$ cat src/rtl/adder_seq_pkg.sv
// Shared types and sizing for the adder operand sequencer.
package adder_seq_pkg;

  localparam int W_DEF             = 8;
  localparam int SETTLE_CYCLES_DEF = 2;
  localparam int CNT_W_DEF         = $clog2(SETTLE_CYCLES_DEF + 1);

  typedef enum logic [1:0] {
    IDLE   = 2'd0,
    GET_B  = 2'd1,
    SETTLE = 2'd2,
    OUT    = 2'd3
  } seq_state_t;

  // Counter width able to hold the settle count itself.
  function automatic int cnt_width(input int n);
    return (n < 1) ? 1 : $clog2(n + 1);
  endfunction

endpackage

$ cat src/rtl/adder_settle_timer.sv
// Down-counting settle timer: load with the settle count, done while the count reads 1.
module adder_settle_timer #(
  parameter int CW = 2
) (
  input  logic          clk,
  input  logic          rst,
  input  logic          load,
  input  logic [CW-1:0] load_val,
  input  logic          en,
  output logic          done
);

  logic [CW-1:0] cnt_q;

  always_ff @(posedge clk or posedge rst) begin
    if (rst) begin
      cnt_q <= '0;
    end else if (load) begin
      cnt_q <= load_val;
    end else if (en && (cnt_q != '0)) begin
      cnt_q <= cnt_q - CW'(1);
    end
  end

  assign done = en && (cnt_q == CW'(1));

endmodule

$ cat src/rtl/adder_operand_sequencer.sv
// Stream front end for the W-bit ripple adder: takes A then B, waits SETTLE_CYCLES, presents the sum.
// Macro ADDSEQ_CARRY_CHAIN_EN feeds the previous pair's carry-out back as carry-in (LSB-first chains).
//
// state  | meaning
// IDLE   | waiting for operand A beat
// GET_B  | A held, waiting for operand B beat
// SETTLE | operands on the adder, ripple chain settling
// OUT    | sum captured and offered downstream
module adder_operand_sequencer
  import adder_seq_pkg::*;
#(
  parameter int W             = W_DEF,
  parameter int SETTLE_CYCLES = SETTLE_CYCLES_DEF
) (
  input  logic         clk,
  input  logic         rst,
  input  logic         in_valid,
  output logic         in_ready,
  input  logic [W-1:0] in_data,
  input  logic         in_first,
  output logic [W-1:0] a_out,
  output logic [W-1:0] b_out,
  output logic         c_out,
  input  logic [W:0]   sum_in,
  output logic         out_valid,
  input  logic         out_ready,
  output logic [W:0]   out_sum,
  output logic         busy
);

  localparam int CW = cnt_width(SETTLE_CYCLES);

  if (SETTLE_CYCLES < 1) begin : g_bad_settle
    $error("adder_operand_sequencer: SETTLE_CYCLES must be >= 1");
  end

  seq_state_t   state_q, state_d;
  logic         a_take, b_take, capture, tmr_done;
  logic [W-1:0] a_q, b_q;
  logic [W:0]   sum_q;

  adder_settle_timer #(.CW(CW)) u_timer (
    .clk      (clk),
    .rst      (rst),
    .load     (b_take),
    .load_val (CW'(SETTLE_CYCLES)),
    .en       (state_q == SETTLE),
    .done     (tmr_done)
  );

  always_comb begin
    state_d  = state_q;
    in_ready = 1'b0;
    a_take   = 1'b0;
    b_take   = 1'b0;
    capture  = 1'b0;
    case (state_q)
      IDLE: begin
        in_ready = 1'b1;
        if (in_valid) begin
          a_take  = 1'b1;
          state_d = GET_B;
        end
      end
      GET_B: begin
        in_ready = 1'b1;
        if (in_valid) begin
          b_take  = 1'b1;
          state_d = SETTLE;
        end
      end
      SETTLE: begin
        if (tmr_done) begin
          capture = 1'b1;
          state_d = OUT;
        end
      end
      OUT: begin
        if (out_ready) state_d = IDLE;
      end
      default: state_d = IDLE;
    endcase
  end

  always_ff @(posedge clk or posedge rst) begin
    if (rst) begin
      state_q <= IDLE;
      a_q     <= '0;
      b_q     <= '0;
      sum_q   <= '0;
    end else begin
      state_q <= state_d;
      if (a_take)  a_q   <= in_data;
      if (b_take)  b_q   <= in_data;
      if (capture) sum_q <= sum_in;
    end
  end

`ifdef ADDSEQ_CARRY_CHAIN_EN
  logic first_q, carry_q, cin_q;

  // Carry-in is frozen at B accept so the later carry capture cannot disturb the settling adder.
  always_ff @(posedge clk or posedge rst) begin
    if (rst) begin
      first_q <= 1'b0;
      carry_q <= 1'b0;
      cin_q   <= 1'b0;
    end else begin
      if (a_take)  first_q <= in_first;
      if (b_take)  cin_q   <= first_q ? 1'b0 : carry_q;
      if (capture) carry_q <= sum_in[W];
    end
  end

  assign c_out = cin_q;
`else
  logic unused_first;
  assign unused_first = in_first;
  assign c_out        = 1'b0;
`endif

  assign a_out     = a_q;
  assign b_out     = b_q;
  assign out_sum   = sum_q;
  assign out_valid = (state_q == OUT);
  assign busy      = (state_q != IDLE);

endmodule

$ cat config.mk
export PLATFORM = sky130hd
export DESIGN_NAME = adder_operand_sequencer
export DESIGN_NICKNAME = d
export VERILOG_FILES = /design/src/rtl/adder_seq_pkg.sv /design/src/rtl/adder_settle_timer.sv /design/src/rtl/adder_operand_sequencer.sv
export SDC_FILE = /design/constraint.sdc
export NUM_CORES = 1
export LEC_CHECK = 0
export BUFFER_PORTS_ARGS = -buffer_cell sky130_fd_sc_hd__buf_2
export CAP_MARGIN = 15
export CELL_PAD_IN_SITES_DETAIL_PLACEMENT = 1
export CELL_PAD_IN_SITES_GLOBAL_PLACEMENT = 1
export CORE_ASPECT_RATIO = 1.1
export CORE_UTILIZATION = 36
export CTS_CLUSTER_DIAMETER = 50
export DETAILED_ROUTE_END_ITERATION = 16
export HOLD_SLACK_MARGIN = 0.05
export PLACE_DENSITY = 0.89
export SETUP_SLACK_MARGIN = 0.15
export SLEW_MARGIN = 15
export SYNTH_ARGS = -nofsm -noshare
export SYNTH_HDL_FRONTEND = slang
export SYNTH_SLANG_ARGS = --single-unit
$ cat constraint.sdc
create_clock -name clk -period 2.1 [get_ports clk]
set_clock_uncertainty 0.15 [all_clocks]
set_input_delay 0.315 -clock clk [delete_from_list [all_inputs] [get_ports clk]]
set_output_delay 0.315 -clock clk [all_outputs]
set_load 0.02 [all_outputs]
# Word level (Yosys, flattened, before mapping)
# Cells that the tools add are included.
# op_classes
n_addsub,1
n_eq_ne,8
muxes,13
reduce_logical,8
# op_table
op,count
$mux 2,6
$pmux 2 s4,1
$mux 1,6
$ne 2x2->1 const B,3
$reduce_bool 2->1,3
$eq 2x1->1 const B,2
$eq 2x2->1 const B,2
$reduce_and 4->1,1
$logic_and 1x1->1,2
$logic_not 2->1,1
$ne 2x1->1 const B,1
$reduce_or 2->1,1
$sub 2x1->2 const B,1
# word_totals
reg_bits,29
input_bits,22
output_inout_bits,29
word_cells,35

# Depth between registers and ports, before layout
# depth
word_depth,4
depth_mapped,5
ltp_nobuf,5

# Hierarchy
# From an unflattened synthesis, not the netlist that was laid out.
# unflattened
hier_cells,91
hier_area_um2,1278.7
# modules_own_cells
module,n_inst,cells_per_inst,area_each_um2,seq_area_each_um2
adder_operand_sequencer,1,76,1126.1,675.6
adder_settle_timer,1,15,152.6,50.0

# Worst setup path before layout
# OpenSTA, ideal clock, no wires.
# synth_path
path_kind,reg-to-reg
from,register state_q[0]
to,register state_q[1]
setup_time_ns,0.125
arrival_time_ns,1.267
required_ns,1.825
slack_ns,0.558
stages_incl_launch_ff,6
path_buffers,0
synth_period_minus_slack_ns,1.542
path_cell_list,dfrtp_1 > inv_1 > ha_1 > nor2_2 > o221ai_2 > mux2_4
# synth_between
elab_chain_cells,4
elab_cells_between_ends,11
classes_between,7 x eq/ne; 1 x mux; 3 x reduce/logical
# synth_rtl
element,line,text
"start, declared",adder_operand_sequencer.sv:37,"seq_state_t state_q, state_d;"
"start signal, assigned",adder_operand_sequencer.sv:92,state_q <= state_d;
$eq 2x2->1,"adder_operand_sequencer.sv:47, adder_operand_sequencer.sv:57",
$logic_and 1x1->1,adder_settle_timer.sv:25,assign done = en && (cnt_q == CW'(1));
$ne 2x2->1 (no line),n/a,
$reduce_and 4->1 (no line),n/a,
# Parallel ways exist; a longest one is shown, timed or not.
# A chain may end at the register's enable or synchronous reset.

# Worst setup path after layout
# layout_path
from,register state_q[1]
to,output port in_ready
# layout_between
elab_chain_cells,3
elab_cells_between_ends,4
classes_between,1 x eq/ne; 1 x mux; 2 x reduce/logical
# layout_rtl
element,line,text
$eq 2x1->1 or $logic_not 2->1 (tied branches),adder_operand_sequencer.sv:57,case (state_q)
$reduce_or 2->1 (no line) *,n/a,
$mux 1 *,adder_operand_sequencer.sv:57,
"end, declared",adder_operand_sequencer.sv:18,"output logic in_ready,"
# Every way passes the cells marked *; elsewhere a longest branch is shown, timed or not.

==> flow_summary.toml <==
[yosys]
synth-warning-count = 0
synth_largest_type_area_fraction = 0.584
post_synth_inst_count = 85
synth.lib_cells_used.distinct = 17
netlist_area_sq_um = 1240
ys_ff_latch = 29
seq_area_frac_synth = 0.584
synth.net_count = 114
main_area_contributors_after_synthesis = "dfrtp_1, mux2_2, ha_1"
syn_avg_cell_area_sq_um = 14.6
post-synth-top-area-cell = "dfrtp_1"

[power]
internal-power_mw = 1.58
power.share.clock = 0.114
peakVddDrop_mv = 0.549
pwr-share-seq = 0.370
static-leakage-power_nw = 0.813
net-switching-power_mw = 1.10
power-per-cell-area_nw_per_um2 = 1680
power_switching_share = 0.411
comb_power_share = 0.517

[worst_setup_path]
timing.critical_path.to_type = "primary output"
timing.rr.start = "state_q[1]$_DFFE_PP0P_"
path_class = "flop to primary output"
worst-endpoint-required_ns = 1.63
start_kind = "flop"
r2r_end = "state_q[1]$_DFFE_PP0P_"
worst-r2r-setup-slack_ns = 0.44
critical_path_peak_fanout = 4
reg2reg_path_depth = 5
worstPathArrival_ns = 1.38

[grt]
grt_pass1_vias = 907
grt_overall_usage = 0.146
grt_first_pass_wirelength_microns = 4000
grt_antenna_before_repair = 0
grt_start_max_net_pins = 30
gr-total-overflow = 0

[placed_design]
port_buffers = 48
post-dp-hpwl_microns = 1870
place.gp.congestion = 0.717
place_inst = 169
postPlaceCellArea_sq_um = 1530

[clock_network]
path_clk_slew_ns = 0.08
numCtsBuffers = 5
clock-sinks = 29
tritoncts = "yes"
cts_root_buf = "clkbuf_4"
cts.path.max_buffers = 2
cts_max_level = 2
clock_latency_ns = 0.31
cts_setup_buffers = 0

[routing]
drt_wl_total_microns = 2410
antenna_left = 0
drt_first_iter_violations = 17
dr_total_vias = 837
detail_route.vias_per_cell = 4.70
routed_length_per_placed_instance_microns = 13.6
drcViolationCount = 2
detailedRoute.firstPassIterationCount = 10

[min_path]
min_delay_path_depth = 2
worst_hold_startpoint = "sum_in[7]"
min_path_type = "primary input to flop"
timing.hold.worst_endpoint = "out_sum[7]$_DFFE_PP0P_"

[floorplan]
fp.dieH_microns = 63.6
placeableCoreArea_sq_um = 3300
site_rows = 22
floorplan.initialDensity = 0.376
io_pins = 51
dieWidth_microns = 58.0
dieArea_sq_um = 3690

[layout]
nets = 170
final_cell_count_no_fill = 178
drive_above_1_share = 0.620
utilization = 0.482
flow.area_growth_from_synthesis_pct = 28.1
mostFrequentLayoutCells = "buf_2, dfrtp_1, mux2_2, inv_1, ha_1"
antenna-diode-count = 0
final_design_area_no_fill_sq_um = 1590
most_common_cell_after_layout_fill_and_taps_aside = "buf_2"

[run_status]
result_of_the_run = "complete, but fails checks"
violations = "DRC"

[sta]
min_period_over_period = 0.877
post-route-min-period_ns = 1.84
hold_ws_ns = 0.0862
max_clock_freq_mhz = 543
finalSetupTns_ns = 0
max_slew_vio_count = 0
unrepaired_setup_endpoints_after_global_routing = "no"
setup-violations-final = 0
final_hold_vio_count = 0

[run]
timing.max_cap.violations = 0
[critical path, stage by stage, from the launching register on]
cell and delay, ns:
dfrtp_1 0.41, inv_1 0.10, ha_1 0.24, nor2_2 0.13
inv_1 0.05, buf_2 0.15
[registers in the layout, summed over array words and instances (netlist names)]
name and flops:
out_sum 9, state_q 2, u_timer.cnt_q 2, b_out 8
a_out 8
[power by group through the flow]
stage	sequential (mW)	combinational (mW)	clock (mW)
3_5_place_dp	1.01	1.40	0
6_report	0.991	1.39	0.304
5_1_grt	1.03	1.50	0.345
4_1_cts	0.997	1.40	0.325
2_1_floorplan	1.30	0.656	0
3_3_place_gp	0.984	1.34	0
[Yosys cell counts]
cell and count:
o221ai_2 1, nand2b_1 2, nor2_2 1, inv_1 8
ha_1 7, nor2_1 1, buf_4 1, a21oi_1 1
mux2_4 1, dfrtp_1 29, mux2_2 25, mux2i_1 1
o211ai_1 1, nand2_1 1, nand2_2 3, xnor2_1 1
conb_1 1
[metrics by stage]
stage | setup WS [ns] | power, mW
2_1_floorplan | 0.558 | 1.96
3_3_place_gp | 0.499 | 2.32
3_5_place_dp | 0.435 | 2.41
4_1_cts | 0.209 | 2.73
5_1_grt | 0.154 | 2.87
6_report | 0.259 | 2.68
[layer usage]
| layer | up-vias | part of all wire | routed length, microns | GRT usage |
|---|---|---|---|---|
| li1 | 396 | - | - | - |
| met1 | 419 | 0.39 | 942 | 0.156 |
| met2 | 20 | 0.56 | 1360 | 0.254 |
| met3 | 2 | 0.032 | 78 | 0.0370 |
| met4 | 0 | 0.012 | 28 | 0.0863 |
| met5 | - | 0 | 0 | 0 |
[cells by family after synthesis]
family | count (synthesis) | synth area share
AO/OA/AOI/OAI | 3 | 0.0221
XOR/XNOR | 1 | 0.00705
adder cells (fa/ha/maj) | 7 | 0.0705
buffers and inverters | 9 | 0.0302
flip-flops | 29 | 0.584
multiplexers | 27 | 0.247
other | 1 | 0.00302
AND/OR/NAND/NOR | 8 | 0.0363
[worst max path at each step]
stage                                 from                     end  slack (ns)  depth (start not counted)
detailed placement  state_q[0]$_DFFE_PP0P_  state_q[1]$_DFFE_PP0P_        0.44                          5
global placement    state_q[0]$_DFFE_PP0P_  state_q[1]$_DFFE_PP0P_        0.50                          5
finish              state_q[1]$_DFFE_PP0P_                in_ready        0.26                          5
CTS                 state_q[0]$_DFFE_PP0P_                in_ready        0.21                          5
global route        state_q[1]$_DFFE_PP0P_                in_ready        0.15                          5
floorplan           state_q[0]$_DFFE_PP0P_  state_q[1]$_DFFE_PP0P_        0.56                          5
[area by class of cell]
cell class / instances / area [sq um]
fillers: 361 / 1710
clock buffers: 6 / 41.3
flip-flops and latches: 29 / 726
repair buffers: 50 / 258
well taps: 36 / 45.0
multi-input cells: 47 / 482
inverters: 8 / 30.0
clock inverters: 2 / 10.0
[timing repair]
| item | CTS | global route |
|---|---|---|
| gates resized for setup | 0 | 1 |
| hold endpoints to repair | 29 | 0 |
| hold buffers | 1 | 0 |
| setup endpoints to repair | 0 | 1 |
Note: power is estimated with default switching activity, not from simulation.
